==> src/rtl/bytestrip_pkg.sv <==
// Shared definitions for the 4-lane byte striper (TX) and un-striper (RX).
// Holds the lane word width, lane count, lane-pointer type and the
// lane-valid mask helper used on both sides of the link.
package bytestrip_pkg;

  localparam int DATA_W = 8;
  localparam int LANES  = 4;

  typedef logic [1:0] lane_ptr_t;

  // Mask with the low n lanes set; n ranges 0..LANES.
  function automatic logic [LANES-1:0] mask_for_count(input logic [2:0] n);
    return LANES'((32'd1 << n) - 32'd1);
  endfunction

endpackage

==> src/rtl/bytestriping_tx_if.sv <==
// Byte-stream in / 4-lane group out bundle for the TX byte striper.
// master: byte source side (drives data/valid/flush, observes lane outputs).
// slave : striper side (consumes the byte stream, drives the lane group).
interface bytestriping_tx_if;
  import bytestrip_pkg::*;

  logic [DATA_W-1:0] data;
  logic              valid;
  logic              flush;
  logic [DATA_W-1:0] data_out0;
  logic [DATA_W-1:0] data_out1;
  logic [DATA_W-1:0] data_out2;
  logic [DATA_W-1:0] data_out3;
  logic [LANES-1:0]  lane_valid;
  logic              valid_out;
  logic              busy;

  modport master (
    output data, valid, flush,
    input  data_out0, data_out1, data_out2, data_out3,
    input  lane_valid, valid_out, busy
  );

  modport slave (
    input  data, valid, flush,
    output data_out0, data_out1, data_out2, data_out3,
    output lane_valid, valid_out, busy
  );

endinterface

==> src/rtl/bytestriping_tx.sv <==
// Purpose: stripes a serial byte stream round-robin onto lanes 0..3 and
//   presents each group on all four lanes at once; flush emits a partial group.
// Latency: the byte completing a group is on data_out3 one clk after sampling.
// Backpressure: none; every valid byte is accepted.
// Ports: clk, reset (sync, active-high); bus (slave) carries data/valid/flush
//   in and data_out0..3, lane_valid, valid_out (1-cycle pulse), busy out.
module bytestriping_tx
  import bytestrip_pkg::*;
(
  input  logic             clk,
  input  logic             reset,
  bytestriping_tx_if.slave bus
);

  lane_ptr_t         ptr;
  logic [DATA_W-1:0] slot     [0:2];
  logic [DATA_W-1:0] lane_d   [0:3];
  logic [DATA_W-1:0] out_q    [0:3];
  logic [LANES-1:0]  lane_valid_q;
  logic              valid_out_q;
  logic [2:0]        n;
  logic              emit;

  // n counts the bytes of the group including a byte arriving this cycle.
  // A 4th byte always closes the group, so flush at ptr=3 with valid=1 is
  // naturally the full-group case.
  always_comb begin
    n    = {1'b0, ptr} + {2'b00, bus.valid};
    emit = (bus.valid && (ptr == 2'd3)) || (bus.flush && (n != 3'd0));

    for (int i = 0; i < 3; i++) begin
      lane_d[i] = '0;
      if (lane_ptr_t'(i) < ptr)
        lane_d[i] = slot[i];
      else if ((lane_ptr_t'(i) == ptr) && bus.valid)
        lane_d[i] = bus.data;
    end
    // The last lane never has a slot: it is only ever the arriving byte.
    lane_d[3] = (bus.valid && (ptr == 2'd3)) ? bus.data : '0;
  end

  always_ff @(posedge clk) begin
    if (reset) begin
      ptr          <= '0;
      lane_valid_q <= '0;
      valid_out_q  <= 1'b0;
      for (int i = 0; i < 3; i++) slot[i]  <= '0;
      for (int i = 0; i < 4; i++) out_q[i] <= '0;
    end else begin
      valid_out_q <= emit;
      if (emit) begin
        for (int i = 0; i < 4; i++) out_q[i] <= lane_d[i];
        lane_valid_q <= mask_for_count(n);
        ptr          <= '0;
      end else if (bus.valid) begin
        // ptr < 3 here, otherwise the byte would have closed the group.
        slot[ptr] <= bus.data;
        ptr       <= ptr + 2'd1;
      end
    end
  end

  assign bus.data_out0  = out_q[0];
  assign bus.data_out1  = out_q[1];
  assign bus.data_out2  = out_q[2];
  assign bus.data_out3  = out_q[3];
  assign bus.lane_valid = lane_valid_q;
  assign bus.valid_out  = valid_out_q;
  assign bus.busy       = (ptr != '0);

endmodule

==> src/flat_wrapper.sv <==
// flat-port wrapper written by rule: the top's interface ports become plain ports
module bytestriping_tx_flat import bytestrip_pkg::*;
  (clk, reset, bus_data, bus_valid, bus_flush, bus_data_out0, bus_data_out1, bus_data_out2, bus_data_out3, bus_lane_valid, bus_valid_out, bus_busy);
  bytestriping_tx_if bus_i ();
  input  logic clk;
  input  logic reset;
  input wire logic [$bits(bus_i.data)-1:0] bus_data;
  input wire logic [$bits(bus_i.valid)-1:0] bus_valid;
  input wire logic [$bits(bus_i.flush)-1:0] bus_flush;
  output wire logic [$bits(bus_i.data_out0)-1:0] bus_data_out0;
  output wire logic [$bits(bus_i.data_out1)-1:0] bus_data_out1;
  output wire logic [$bits(bus_i.data_out2)-1:0] bus_data_out2;
  output wire logic [$bits(bus_i.data_out3)-1:0] bus_data_out3;
  output wire logic [$bits(bus_i.lane_valid)-1:0] bus_lane_valid;
  output wire logic [$bits(bus_i.valid_out)-1:0] bus_valid_out;
  output wire logic [$bits(bus_i.busy)-1:0] bus_busy;
  assign bus_i.data = bus_data;
  assign bus_i.valid = bus_valid;
  assign bus_i.flush = bus_flush;
  assign bus_data_out0 = bus_i.data_out0;
  assign bus_data_out1 = bus_i.data_out1;
  assign bus_data_out2 = bus_i.data_out2;
  assign bus_data_out3 = bus_i.data_out3;
  assign bus_lane_valid = bus_i.lane_valid;
  assign bus_valid_out = bus_i.valid_out;
  assign bus_busy = bus_i.busy;
  bytestriping_tx u_core (.clk(clk), .reset(reset), .bus(bus_i));
endmodule
==> config.mk <==
export PLATFORM = sky130hd
export DESIGN_NAME = bytestriping_tx_flat
export DESIGN_NICKNAME = d
export VERILOG_FILES = /design/src/rtl/bytestrip_pkg.sv /design/src/rtl/bytestriping_tx_if.sv /design/src/rtl/bytestriping_tx.sv /design/src/flat_wrapper.sv
export SDC_FILE = /design/constraint.sdc
export NUM_CORES = 1
export LEC_CHECK = 0
export CAP_MARGIN = 20
export CORE_MARGIN = 1.5
export CORE_UTILIZATION = 45
export CTS_CLUSTER_DIAMETER = 120
export DETAILED_ROUTE_END_ITERATION = 8
export HOLD_SLACK_MARGIN = 0.15
export MAX_ROUTING_LAYER = met4
export PLACE_DENSITY = 0.7
export SYNTH_ARGS = -nofsm -noshare
export SYNTH_HDL_FRONTEND = slang
export SYNTH_SLANG_ARGS = --single-unit
==> constraint.sdc <==
create_clock -name clk -period 7.7 [get_ports clk]
set_clock_uncertainty 0.1 [all_clocks]
set_input_delay 1.54 -clock clk [delete_from_list [all_inputs] [get_ports clk]]
set_output_delay 1.54 -clock clk [all_outputs]
set_load 0.02 [all_outputs]
# After elaboration in Yosys (flattened, before gate mapping)
# Memory sizes are Yosys's and may differ from the RTL's.
# Index checks and enable logic that the tools add are counted.
# Widths: inputs -> output; s select.
dict set report classes {
  addsub 3
  multipliers 0
  div_mod_pow 0
  magnitude_cmp 3
  n_eq_ne 3
  n_shift 1
  n_mux 23
  bitwise_logic 4
  reduce_logical 11
}
# op n
set op_table {}
lappend op_table {{$mux 8} 12}
lappend op_table {{$mux 1} 10}
lappend op_table {{$reduce_or 8->1} 1}
lappend op_table {{$logic_and 1x1->1} 5}
lappend op_table {{$lt 1x2->1 const A} 2}
lappend op_table {{$or 1x1->1} 4}
lappend op_table {{$shl 1x3->4 const A} 1}
lappend op_table {{$sub 4x1->4 const B} 1}
lappend op_table {{$add 2x1->3} 1}
lappend op_table {{$reduce_bool 3->1} 1}
lappend op_table {{$add 2x1->2 const B} 1}
lappend op_table {{$eq 1x2->1 const A} 1}
lappend op_table {{$eq 2x2->1 const A} 1}
lappend op_table {{$eq 2x2->1 const B} 1}
lappend op_table {{$logic_not 2->1} 1}
lappend op_table {{$lt 2x2->1 const A} 1}
lappend op_table {{$mux 2} 1}
lappend op_table {{$reduce_bool 2->1} 1}
lappend op_table {{$reduce_or 2->1} 1}
lappend op_table {{$logic_or 1x1->1} 1}
dict set report totals {
  reg_bits 7
  latch_bits 0
  ramBits 56
  romBits 0
  inputBits 12
  output_inout_bits 38
  wordCells 53
  memories 2
}
# name words word_bits read_ports rd_ports_with_merged_regs wr line
set mem_list {}
lappend mem_list {u_core.out_q 4 8 4 0 4 bytestriping_tx.sv:18} ;# logic [DATA_W-1:0] out_q [0:3];
lappend mem_list {u_core.slot 3 8 3 0 3 bytestriping_tx.sv:16} ;# logic [DATA_W-1:0] slot [0:2];

# Longest topological paths before layout
dict set report depth {
  word_depth 9
  depth_mapped 7
}

# Worst setup path before layout
# No wires, ideal clock.
dict set report synth_path {
  kind {input to register}
  from {input port bus_valid}
  to {memory u_core.out_q[0][0], enable pin}
  setup_ns 0.574
  arrival_time_ns 3.263
  path_slack_ns 3.763
  path_stages 4
  n_path_buf 0
  path_cell_list {ha_1 ha_1 o31ai_4 nand3_1}
}
# element line
set synth_rtl {}
lappend synth_rtl {{start: declaration} flat_wrapper.sv:8} ;# input wire logic [$bits(bus_i.valid)-1:0] bus_valid;
lappend synth_rtl {{end: declaration} bytestriping_tx.sv:18}

# Final worst setup path
dict set report layout_path {
  from {register u_core.ptr[1]}
  to {output port bus_busy}
}
dict set report layout_between {
  elab_chain_cells 1
}
# element line
set layout_rtl {}
lappend layout_rtl {{start: declaration} bytestriping_tx.sv:15} ;# lane_ptr_t ptr;
lappend layout_rtl {{start signal: assignment} bytestriping_tx.sv:58} ;# ptr <= ptr + 2'd1;
lappend layout_rtl {{$reduce_bool 2->1} bytestriping_tx.sv:69} ;# assign bus.busy = (ptr != '0);
lappend layout_rtl {{end: declaration} flat_wrapper.sv:16} ;# output wire logic [$bits(bus_i.busy)-1:0] bus_busy;
# No other way between the ends.

==> run_summary.xml <==
<?xml version="1.0" encoding="UTF-8"?>
<metrics>
  <group name="timing">
    <metric name="hold_violations" unit="">0</metric>
    <metric name="maxSlewViolCount" unit="">0</metric>
    <metric name="hold-worst-slack" unit="ps">393.0</metric>
    <metric name="max-slew-margin-rel" unit="%">61.12</metric>
    <metric name="max_frequency" unit="MHz">240.6</metric>
    <metric name="rsz0062_at_grt" unit="">no</metric>
    <metric name="finalCritPeriodShare" unit="%">53.97</metric>
    <metric name="worstMarginPinSlew" unit="ps">582.6</metric>
    <metric name="setup_viol" unit="">0</metric>
    <metric name="final.min_clock_period" unit="ps">4156</metric>
    <metric name="setup_tns" unit="ps">0</metric>
    <metric name="post-route-worst-setup-slack" unit="ps">3545</metric>
  </group>
  <group name="setup_path">
    <metric name="worstReg2RegStart" unit="">u_core.ptr[1]</metric>
    <metric name="reg2reg_to" unit="">u_core.slot[0][7]</metric>
    <metric name="r2r_setup_slack" unit="ps">5160</metric>
    <metric name="timing.critical_path.mode_cell" unit="">sky130_fd_sc_hd__clkinv_1</metric>
    <metric name="timing_worst_setup_path_type" unit="">flop to output pin</metric>
    <metric name="worst_ep_required" unit="ps">6060</metric>
    <metric name="cp.buffers_inverters" unit="">3</metric>
    <metric name="critical_path_peak_fanout" unit="">14</metric>
    <metric name="crit_arrival" unit="ps">2520</metric>
    <metric name="worstPathCellList" unit="">clkinv_1, ha_1, clkinv_1, clkdlybuf4s50_1</metric>
    <metric name="critPathTopFamily" unit="">buffers and inverters</metric>
    <metric name="cp_slowest_cell" unit="">sky130_fd_sc_hd__clkdlybuf4s50_1</metric>
    <metric name="critical_path.startpoint_type" unit="">flop</metric>
    <metric name="path_depth" unit="">4</metric>
    <metric name="timing.critical_path.slowest_cell_delay" unit="ps">640</metric>
    <metric name="r2r_cell_count" unit="">5</metric>
    <metric name="critPathCaptureType" unit="">output pin</metric>
  </group>
  <group name="power">
    <metric name="p_per_area" unit="mW/mm^2">239.6</metric>
    <metric name="vdd.ir_drop.worst" unit="mV">0.1112</metric>
    <metric name="static_leakage" unit="uW">0.001244</metric>
  </group>
  <group name="routing">
    <metric name="drc" unit="">0</metric>
    <metric name="routed-via-count" unit="">1913</metric>
    <metric name="drt.antenna.violating_nets" unit="">0</metric>
    <metric name="via_per_inst" unit="">5.419</metric>
    <metric name="detail_route.wirelength" unit="um">5793</metric>
    <metric name="routedWlPerCell" unit="um">16.41</metric>
    <metric name="dr.pass1.iters" unit="">5</metric>
    <metric name="drt-initial-drc-count" unit="">167</metric>
  </group>
  <group name="clocking">
    <metric name="clkLatencyLatePin" unit="ps">340</metric>
    <metric name="cts_tree" unit="">yes</metric>
    <metric name="clk_pin_slew_worst_paths" unit="ps">70</metric>
    <metric name="clock-sinks" unit="">63</metric>
    <metric name="cts_hold_repair.buffers" unit="">0</metric>
    <metric name="setup_fix_buffers_added_after_clock_tree_synthesis" unit="">0</metric>
    <metric name="cts_repair_resize_count" unit="">0</metric>
    <metric name="numCtsBuffers" unit="">9</metric>
    <metric name="cts.root.buffer_cell" unit="">sky130_fd_sc_hd__clkbuf_8</metric>
    <metric name="cts.path.max_buffers" unit="">2</metric>
    <metric name="htree_num_levels" unit="">3</metric>
  </group>
  <group name="place">
    <metric name="routabilityCongestion" unit="">0.7765</metric>
    <metric name="post-dp-hpwl" unit="um">3837</metric>
    <metric name="port_buffers" unit="">49</metric>
    <metric name="place_worst_setup_slack" unit="ps">3513</metric>
  </group>
  <group name="logic_synthesis">
    <metric name="synth_common_cells" unit="">56 x sky130_fd_sc_hd__edfxtp_1, 37 x sky130_fd_sc_hd__nor2_1, 30 x sky130_fd_sc_hd__nand2_1</metric>
    <metric name="ys_async_sr_fraction" unit="%">0</metric>
    <metric name="cell_taking_the_most_area_after_synthesis" unit="">sky130_fd_sc_hd__edfxtp_1</metric>
    <metric name="synth-edff-count" unit="">56</metric>
    <metric name="synth_seq_area_share" unit="%">67.07</metric>
    <metric name="synth_top_cell_area_share" unit="%">61.91</metric>
    <metric name="number_of_distinct_library_cell_variants_in_the_gate_level_netlist_after_synthesis" unit="">26</metric>
    <metric name="synth-seq-cells" unit="">63</metric>
    <metric name="syn_area" unit="sq mm">0.002716</metric>
    <metric name="synthTopCellsByArea" unit="">sky130_fd_sc_hd__edfxtp_1 62%, sky130_fd_sc_hd__dfxtp_1 5.2%, sky130_fd_sc_hd__nor2_1 5.1%</metric>
    <metric name="dominantRegCellSynth" unit="">sky130_fd_sc_hd__edfxtp_1</metric>
    <metric name="synthCells" unit="">223</metric>
    <metric name="ys_warn_count" unit="">0</metric>
    <metric name="synth.avg_cell_area" unit="sq um">12.18</metric>
    <metric name="syn_nets" unit="">243</metric>
    <metric name="synth_most_common_cell" unit="">sky130_fd_sc_hd__edfxtp_1</metric>
  </group>
  <group name="grt">
    <metric name="use_met1" unit="%">22.86</metric>
    <metric name="number_of_global_route_vias_before_repair" unit="">1684</metric>
    <metric name="grt_first_pass_wirelength" unit="um">8625</metric>
    <metric name="grt_util_all_layers" unit="%">19.17</metric>
    <metric name="global_route.usage.met3" unit="%">5.000</metric>
    <metric name="antenna_violations_before_repair" unit="">0</metric>
    <metric name="grt_start_max_net_pins" unit="">35</metric>
    <metric name="total_global_routing_overflow" unit="">0</metric>
    <metric name="grt_use_met2" unit="%">30.42</metric>
    <metric name="grt.busiest_layer" unit="">met2</metric>
  </group>
  <group name="worst_hold_path">
    <metric name="holdCritStartpoint" unit="">u_core.bus.lane_valid[3]</metric>
    <metric name="worst_hold_path.endpoint" unit="">u_core.bus.lane_valid[3]</metric>
    <metric name="hold_path_depth" unit="">2</metric>
    <metric name="worst_hold_path_type" unit="">flop to flop</metric>
  </group>
  <group name="outcome">
    <metric name="outcome" unit="">finished clean</metric>
  </group>
  <group name="job">
    <metric name="maxCapViolations" unit="">0</metric>
  </group>
  <group name="final_layout">
    <metric name="flow.area_growth_from_synthesis" unit="%">26.95</metric>
    <metric name="layout.nets" unit="">293</metric>
    <metric name="post-route-util" unit="%">58.59</metric>
    <metric name="antenna_cells" unit="">0</metric>
    <metric name="layout-drive-gt1-share" unit="%">8.273</metric>
  </group>
  <group name="die">
    <metric name="row_count" unit="">28</metric>
    <metric name="coreArea" unit="sq mm">0.005886</metric>
    <metric name="die_extent_in_y" unit="um">80.70</metric>
    <metric name="floorplan.initialDensity" unit="%">46.15</metric>
    <metric name="die_area" unit="sq mm">0.006512</metric>
    <metric name="io-pin-count" unit="">50</metric>
    <metric name="die_width" unit="um">80.70</metric>
  </group>
</metrics>
==> kinds of logic (layout without fill, tap and decap cells) <==
| logic type | after synthesis | in the layout | synth area share (%) |
|---|---|---|---|
| AO/OA/AOI/OAI | 31 | 31 | 7.692 |
| buffers and inverters | 16 | 71 | 2.810 |
| adder cells (fa/ha/maj) | 8 | 8 | 3.685 |
| flip-flops | 63 | 63 | 67.07 |
| multiplexers | 1 | 1 | 0.3685 |
| XOR/XNOR | 2 | 2 | 0.6450 |
| AND/OR/NAND/NOR | 102 | 102 | 17.73 |
==> registers in the layout, indices dropped and copies added, names as in the netlist <==
register,flops
u_core.bus.lane_valid,4
u_core.bus.valid_out,1
u_core.out_q,32
u_core.ptr,2
u_core.slot,24
==> metal layers <==
layer | vias up | wire length [um]
met5 | - | 0
met4 | 0 | 153
met3 | 17 | 508
met2 | 102 | 2706
met1 | 894 | 2424
li1 | 900 | -
==> cells in the final DEF (no fill, tap or decap), types with 2 or more instances in the layout <==
master	synthesis	final
sky130_fd_sc_hd__and2_1	4	4
sky130_fd_sc_hd__a21oi_1	17	17
sky130_fd_sc_hd__clkinv_2	0	2
sky130_fd_sc_hd__edfxtp_1	56	56
sky130_fd_sc_hd__clkdlybuf4s50_1	0	49
sky130_fd_sc_hd__nand3b_1	8	8
sky130_fd_sc_hd__and3_1	8	8
sky130_fd_sc_hd__nand2_1	30	30
sky130_fd_sc_hd__a22oi_1	8	8
sky130_fd_sc_hd__a221oi_1	2	2
sky130_fd_sc_hd__clkbuf_8	0	10
sky130_fd_sc_hd__xnor2_1	2	2
sky130_fd_sc_hd__inv_1	3	3
sky130_fd_sc_hd__nand3_1	10	10
sky130_fd_sc_hd__clkinv_1	2	3
sky130_fd_sc_hd__ha_1	8	8
sky130_fd_sc_hd__nor2_1	37	37
sky130_fd_sc_hd__nand3_2	3	3
sky130_fd_sc_hd__dfxtp_1	7	7
==> final cells by class <==
cell class	instances	area, sq um
clock buffer	10	137.6
clock inverter	6	60.06
fill	486	2437
inverter	5	18.77
multi-input combinational	144	818.3
sequential	63	1822
tap	75	93.84
timing repair buffer	50	498.0
==> metrics by stage <==
stage	std cells	instance area, sq um	power (uW)
final	353	3448	826.4
after global routing	353	3448	853.0
after CTS	353	3448	828.2
after detailed placement	337	3251	547.9
after global placement	337	3251	545.8
after floorplan	223	2716	491.4
==> tightest hold or removal path: cells and delay by family (launching register included) <==
kind / cells / cell delay (ps)
and+or+nand+nor: 1 / 70
DFF: 1 / 320
AOI/OAI and AO/OA: 1 / 60
==> how the worst max path moves through the flow <==
stage | start | to
after floorplan | bus_valid | u_core.out_q[0][0]
after global placement | bus_valid | u_core.slot[2][2]
after detailed placement | bus_valid | u_core.slot[2][1]
after CTS | u_core.ptr[1] | bus_busy
after global routing | u_core.ptr[1] | bus_busy
final | u_core.ptr[1] | bus_busy
==> power by group <==
group / switching [uW] / internal, uW / total, uW
Combinational: 77.2 / 51.9 / 129
Clock: 129 / 156 / 286
Sequential: 9.58 / 402 / 412
Total: 216 / 611 / 826
Power figures use the tool's default switching activity.
